`src/rtl/mem_access_ctrl.sv`:
```
// mem_access_ctrl
//   Memory access sequencer between the datapath bus and a single-port
//   synchronous RAM with a one-cycle registered read. Holds the memory
//   address register (MAR) and memory data register (MDR). It accepts
//   one-cycle read/write requests, strobes the RAM, captures read data into
//   MDR and reports completion with a one-cycle done pulse.
//
//   Optional feature macro: MEM_FAULT_EN
//     defined   : a request with addr_in > MEM_TOP skips the RAM, goes
//                 straight to DONE and raises fault in that DONE cycle.
//     undefined : every address is legal and fault is constant 0.
//
// Ports
//   clock      in   system clock, all state changes on posedge
//   clear      in   synchronous active-high reset
//   rd_req     in   read request, sampled only in IDLE
//   wr_req     in   write request, sampled only in IDLE (wins over rd_req)
//   addr_in    in   address latched into MAR on an accepted request
//   wdata_in   in   write data latched into MDR on a write or mdr_ld
//   mdr_ld     in   direct bus load of MDR, honoured in IDLE with no request
//   busy       out  high from the cycle after acceptance until DONE exits
//   done       out  one-cycle completion pulse
//   mdr_out    out  current MDR contents
//   ram_read   out  RAM read strobe
//   ram_write  out  RAM write strobe
//   ram_addr   out  RAM address (MAR)
//   ram_wdata  out  RAM write data (MDR)
//   ram_rdata  in   RAM registered read data
//   fault      out  out-of-range access flag
module mem_access_ctrl #(
  parameter int ADDR_W  = 9,
  parameter int DATA_W  = 32,
  parameter int MEM_TOP = 511
) (
  input  logic              clock,
  input  logic              clear,
  input  logic              rd_req,
  input  logic              wr_req,
  input  logic [ADDR_W-1:0] addr_in,
  input  logic [DATA_W-1:0] wdata_in,
  input  logic              mdr_ld,
  output logic              busy,
  output logic              done,
  output logic [DATA_W-1:0] mdr_out,
  output logic              ram_read,
  output logic              ram_write,
  output logic [ADDR_W-1:0] ram_addr,
  output logic [DATA_W-1:0] ram_wdata,
  input  logic [DATA_W-1:0] ram_rdata,
  output logic              fault
);

`ifdef MEM_FAULT_EN
  localparam bit FAULT_EN = 1'b1;
`else
  localparam bit FAULT_EN = 1'b0;
`endif

  // Compare one bit wider than the address so a MEM_TOP equal to the full
  // address range is an ordinary value, not the all-ones corner.
  localparam logic [ADDR_W:0] TOP_EXT = (ADDR_W+1)'(MEM_TOP);

  typedef enum logic [2:0] {
    IDLE,
    RD_ISSUE,
    RD_CAP,
    WR_ISSUE,
    DONE
  } state_t;

  state_t            state;
  logic [ADDR_W-1:0] mar;
  logic [DATA_W-1:0] mdr;
  logic              fault_q;
  logic              addr_bad;

  // With the feature disabled FAULT_EN folds this to a constant 0, so the
  // fault flag and the skip-to-DONE path vanish.
  assign addr_bad = FAULT_EN && ({1'b0, addr_in} > TOP_EXT);

  always_ff @(posedge clock) begin
    if (clear) begin
      state   <= IDLE;
      mar     <= '0;
      mdr     <= '0;
      fault_q <= 1'b0;
    end else begin
      fault_q <= 1'b0;
      case (state)
        IDLE: begin
          if (wr_req) begin
            mar     <= addr_in;
            mdr     <= wdata_in;
            fault_q <= addr_bad;
            state   <= addr_bad ? DONE : WR_ISSUE;
          end else if (rd_req) begin
            mar     <= addr_in;
            fault_q <= addr_bad;
            state   <= addr_bad ? DONE : RD_ISSUE;
          end else if (mdr_ld) begin
            mdr <= wdata_in;
          end
        end
        // RAM samples MAR at the edge closing this cycle.
        RD_ISSUE: state <= RD_CAP;
        // Registered RAM output is valid during this cycle.
        RD_CAP: begin
          mdr   <= ram_rdata;
          state <= DONE;
        end
        WR_ISSUE: state <= DONE;
        DONE:     state <= IDLE;
        default:  state <= IDLE;
      endcase
    end
  end

  // Strobes and handshake decode from the state register only.
  assign busy      = (state != IDLE);
  assign done      = (state == DONE);
  assign ram_read  = (state == RD_ISSUE);
  assign ram_write = (state == WR_ISSUE);
  assign fault     = fault_q;

  assign mdr_out   = mdr;
  assign ram_addr  = mar;
  assign ram_wdata = mdr;

endmodule

```
`config.mk`:
```
export PLATFORM = sky130hd
export DESIGN_NAME = mem_access_ctrl
export DESIGN_NICKNAME = d
export VERILOG_FILES = /design/src/rtl/mem_access_ctrl.sv
export SDC_FILE = /design/constraint.sdc
export NUM_CORES = 1
export LEC_CHECK = 0
export ABC_AREA = 1
export CAP_MARGIN = 20
export CORE_ASPECT_RATIO = 1.1
export CORE_MARGIN = 1
export CORE_UTILIZATION = 38
export CTS_CLUSTER_DIAMETER = 30
export DETAILED_ROUTE_END_ITERATION = 10
export PLACE_DENSITY = 0.93
export SYNTH_ARGS = -nofsm -noshare
export SYNTH_HDL_FRONTEND = slang
export SYNTH_SLANG_ARGS = --single-unit
export TNS_END_PERCENT = 5
```
`constraint.sdc`:
```
create_clock -name clock -period 1.36 [get_ports clock]
set_input_delay 0.272 -clock clock [delete_from_list [all_inputs] [get_ports clock]]
set_output_delay 0.272 -clock clock [all_outputs]
set_load 0.02 [all_outputs]
```
After elaboration in Yosys (flattened, before gate mapping). Index checks and enable logic that the tools add are counted.

$add $sub $neg: 0. $mul: 0. Div/mod/pow operators: 0. $lt $le $gt $ge: 0. Equality and inequality tests: 7. Shift-type cells: 0. Muxes and demuxes: 9. Bitwise gates (word level): 0. Reduce and logical (&&, ||, !) cells: 7.

Operators with widths (count): $mux W32 (3); $pmux W32 S2 (1); $mux W9 (2); $ne A3 B3 Y1 const B (3); $pmux W3 S3 (1); $eq A3 B2 Y1 const B (2); $mux W3 (2); $reduce_bool A2 Y1 (2); $eq A3 B1 Y1 const B (1); $eq A3 B3 Y1 const B (1); $logic_not A3 Y1 (1); $reduce_and A3 Y1 (1); $reduce_bool A3 Y1 (1); $reduce_and A2 Y1 (1); $reduce_or A2 Y1 (1).

Flip-flop bits (word level): 44. Bits in latches: 0. Bits in writable memories: 0. ROM bits: 0. Input bits: 78. Memories: 0.

Depth between registers and ports, before layout.
Word-level depth: 4. Depth in mapped cells: 8. Mapped depth without buffers: 7.

Worst setup path after synthesis. OpenSTA, ideal clock, no wires.

Path kind: register -> output. From: register state[1]. To: output done. Data arrival time: 1.112 ns. Path slack: -0.024 ns. Stages on the path, launching flop included: 4. Cell sequence: dfxtp_1 buf_4 buf_2 nor3_1.

Word-level cells in the longest chain between the ends: 1.

Ends and longest elaborated chain: start, declared (RTL line 71) `state_t state;`; start signal, assigned (RTL line 95) `state <= addr_bad ? DONE : WR_ISSUE;`; start signal, assigned (RTL line 99) `state <= addr_bad ? DONE : RD_ISSUE;`; $eq A3 B3 Y1 (RTL line 120) `assign done = (state == DONE);`; end, declared (RTL line 43) `output logic done,`.

Every way passes these cells.

Worst setup path in the final report.
From: register state[0]. To: output busy.

Word-level cells in the longest chain between the ends: 1.

Ends and longest elaborated chain: $reduce_bool A3 Y1 (RTL line 119) `assign busy = (state != IDLE);`; end, declared (RTL line 42) `output logic busy,`.

Every way passes these cells.

==> flow_metrics.py <==
metrics = {
    "critical_path": {
        "required_ns": 1.09,
        "worst_path_most_repeated_cell": "buf_6",
        "cpLargestDelayFamily": "flip-flops",
        "reg2regPathDepth": 8,
        "path_cells": "buf_6 > nor2_8 > nand2_4 > buf_6",
        "crit_path_start": "state[0]",
        "crit_fanout": 4,
        "slowest_stage": "dfxtp_2",
        "crit_buf_inv": 2,
        "end_kind": "output port",
        "reg2reg_slack_ns": 0.01,
        "worstSetupStartpointType": "register",
        "r2r-start": "state[0]",
        "crit_path_max_incr_delay_ns": 0.34,
        "arrival_ns": 1.09,
        "r2r_end": "mdr_out[23]",
        "path_class": "reg -> out",
    },
    "drt": {
        "dr.pass1.iters": 4,
        "drtIter0Drc": 108,
        "drc": 0,
        "via_per_inst": 4.52,
        "drtAntennaViolNets": 0,
        "routedWlPerCell_um": 12.3,
        "drt_wl_total_um": 7940,
        "vias": 2905,
    },
    "cts": {
        "clock_sinks": 44,
        "htreeDepth": 2,
        "clockBufferDepth": 2,
        "cts_root_buf": "clkbuf_8",
        "cts_tree": "done",
        "path_clk_slew_ns": 0.09,
        "hold_buffers": 0,
        "clock_latency_ns": 0.29,
        "numCtsBuffers": 5,
    },
    "final_layout": {
        "most-common-layout-cells": "148 x nand2_1, 82 x nor2_1, 77 x clkdlybuf4s50_1",
        "final-instance-count-excl-fill": 643,
        "final_cell_area_um2": 4310,
        "n_antenna_cell": 0,
        "syn2layout_area_growth_pct": 66.3,
        "fin_nets": 638,
        "multi_input_area_um2": 1210,
        "nFillCells": 608,
        "drive_above_1_share_pct": 10.9,
        "final_common_cell": "nand2_1",
        "final-seq-area_um2": 890,
    },
    "sta": {
        "setup_violations": 1,
        "holdWs_ns": 0.512,
        "fin_crit_ns": 1.36,
        "hold_violations": 0,
        "fin_ws_ns": -0.00278,
        "fin_skew_ns": 0.00944,
        "clock.fmax_ghz": 0.734,
        "drv_slew": 0,
        "rsz0062_at_grt": "yes",
        "post-route-period-util_pct": 100,
        "setup_tns_ns": -0.00278,
    },
    "hold_path": {
        "min_to": "ram_addr[2]",
        "min_from": "ram_addr[2]",
        "min_path_type": "reg -> reg",
        "whs_path_depth": 4,
    },
    "synth": {
        "synth.area.top_cells": "dfxtp_1 34%, nand2_1 22%, nor2_1 13%, buf_4 11%, inv_1 6.8%",
        "yosysTopAreaCellShare_pct": 34.0,
        "yosys_warnings": 0,
        "syn_area_per_cell_um2": 6.11,
        "synth-seq-area-share_pct": 34.0,
        "ys_seq_elements": 44,
        "syn-instance-count": 424,
        "syn_nets": 502,
        "post_synth_num_cell_types": 14,
        "synth_top_area_cell": "dfxtp_1",
        "syn_area_um2": 2590,
    },
    "power": {
        "power_frac_seq_pct": 33.6,
        "ir_drop_v": 0.000621,
        "leakage_nw": 2.33,
        "powerDensity_nw_per_um2": 1140,
        "switching_power_w": 0.00190,
        "p_sw_share_pct": 38.9,
        "p_int_w": 0.00299,
        "p_comb_share_pct": 49.1,
        "pwr-share-clk_pct": 17.3,
    },
    "floorplanning": {
        "rows": 31,
        "core_area_um2": 6590,
        "die_y_um": 88.6,
        "die_w_um": 80.7,
        "ios": 156,
        "dieArea_um2": 7150,
        "start_util_pct": 39.3,
    },
    "global_routing": {
        "grt_pass1_wl_um": 11100,
        "grt_use_total_pct": 19.9,
        "first_global_vias": 2620,
        "grt_max_degree": 33,
        "grt_overflow": 0,
        "antenna_found_initial": 0,
    },
    "flow_run": {
        "cap_viol_max_count": 0,
    },
    "run_status": {
        "violations": "setup timing",
        "status": "finished with violations",
    },
    "place": {
        "port_buffers": 154,
        "dpl_cell_area_um2": 4000,
        "dp.final_hpwl_um": 5330,
        "dpl_worst_slack_ns": -0.222,
        "dp_cells": 621,
        "gp_congestion": 0.720,
    },
}
==> worst max path at each step <==
| stage | cells past startpoint | to | slack, ns |
|---|---|---|---|
| after floorplan | 2 | ram_read | 0.06 |
| after global placement | 3 | busy | -0.21 |
| after detailed placement | 3 | busy | -0.22 |
| after CTS | 4 | ram_write | -0.01 |
| after global routing | 8 | mdr_out[23] | -0.06 |
| final | 4 | busy | -0.003 |
==> worst min-delay path: cells and delay by family (launching register included) <==
kind	cells	cell delay (ns)
buffers and inverters	1	0.04
flip-flops	1	0.32
AND/OR/NAND/NOR	3	0.12
==> logic make-up after synthesis <==
| kind of cell | count (synthesis) | synth area share [%] |
|---|---|---|
| AND/OR/NAND/NOR | 278 | 43.7 |
| buffers and inverters | 101 | 22.2 |
| flip-flops | 44 | 34.0 |
| other | 1 | 0.145 |
==> synth_stat cells <==
master	number
buf_2	6
buf_4	38
buf_6	6
clkbuf_1	4
conb_1	1
dfxtp_1	44
inv_1	47
nand2_1	151
nand2_4	2
nand3_1	32
nand3_4	1
nor2_1	89
nor2_8	1
nor3_1	2
==> power groups by stage <==
stage                     sequential [W]  clock, W  combinational, W
after floorplan                  0.00188         0           0.00124
after global placement           0.00166         0           0.00228
after detailed placement         0.00168         0           0.00232
after CTS                        0.00164  0.000877           0.00213
after global routing             0.00167  0.000933           0.00263
final                            0.00165  0.000845           0.00240
==> layout make-up <==
type,instances,area share [%]
Timing Repair Buffer,182,42.6
Multi-Input combinational cell,280,28.1
Sequential cell,44,20.7
Inverter,47,4.10
Tap cell,82,2.38
Clock buffer,6,1.92
Clock inverter,2,0.232
==> layer usage <==
metal  track usage (%)  wire [um]  up-vias
li1                  -          -     1488
met1              19.6       3110     1296
met2              40.7       4180      111
met3              3.92        523       10
met4              6.49        125        0
met5                 0          0        -
==> flip-flops by register name (all words and copies together), names as in the netlist <==
register  cells
mdr_out      32
state         3
ram_addr      9
==> through the flow <==
stage               util, %  power (W)
finish                 65.3    0.00489
floorplan                 -    0.00312
CTS                    61.3    0.00465
detailed placement     60.7    0.00400
global route           65.3    0.00523
global placement       60.7    0.00394
==> what timing repair did <==
action	4_1_cts	5_1_grt
setup endpoints to repair	118	43
cloned	0	6
buffers inserted	0	8
pin swaps	0	4
resized for setup	106	21
(Power assumes the default switching activity.)
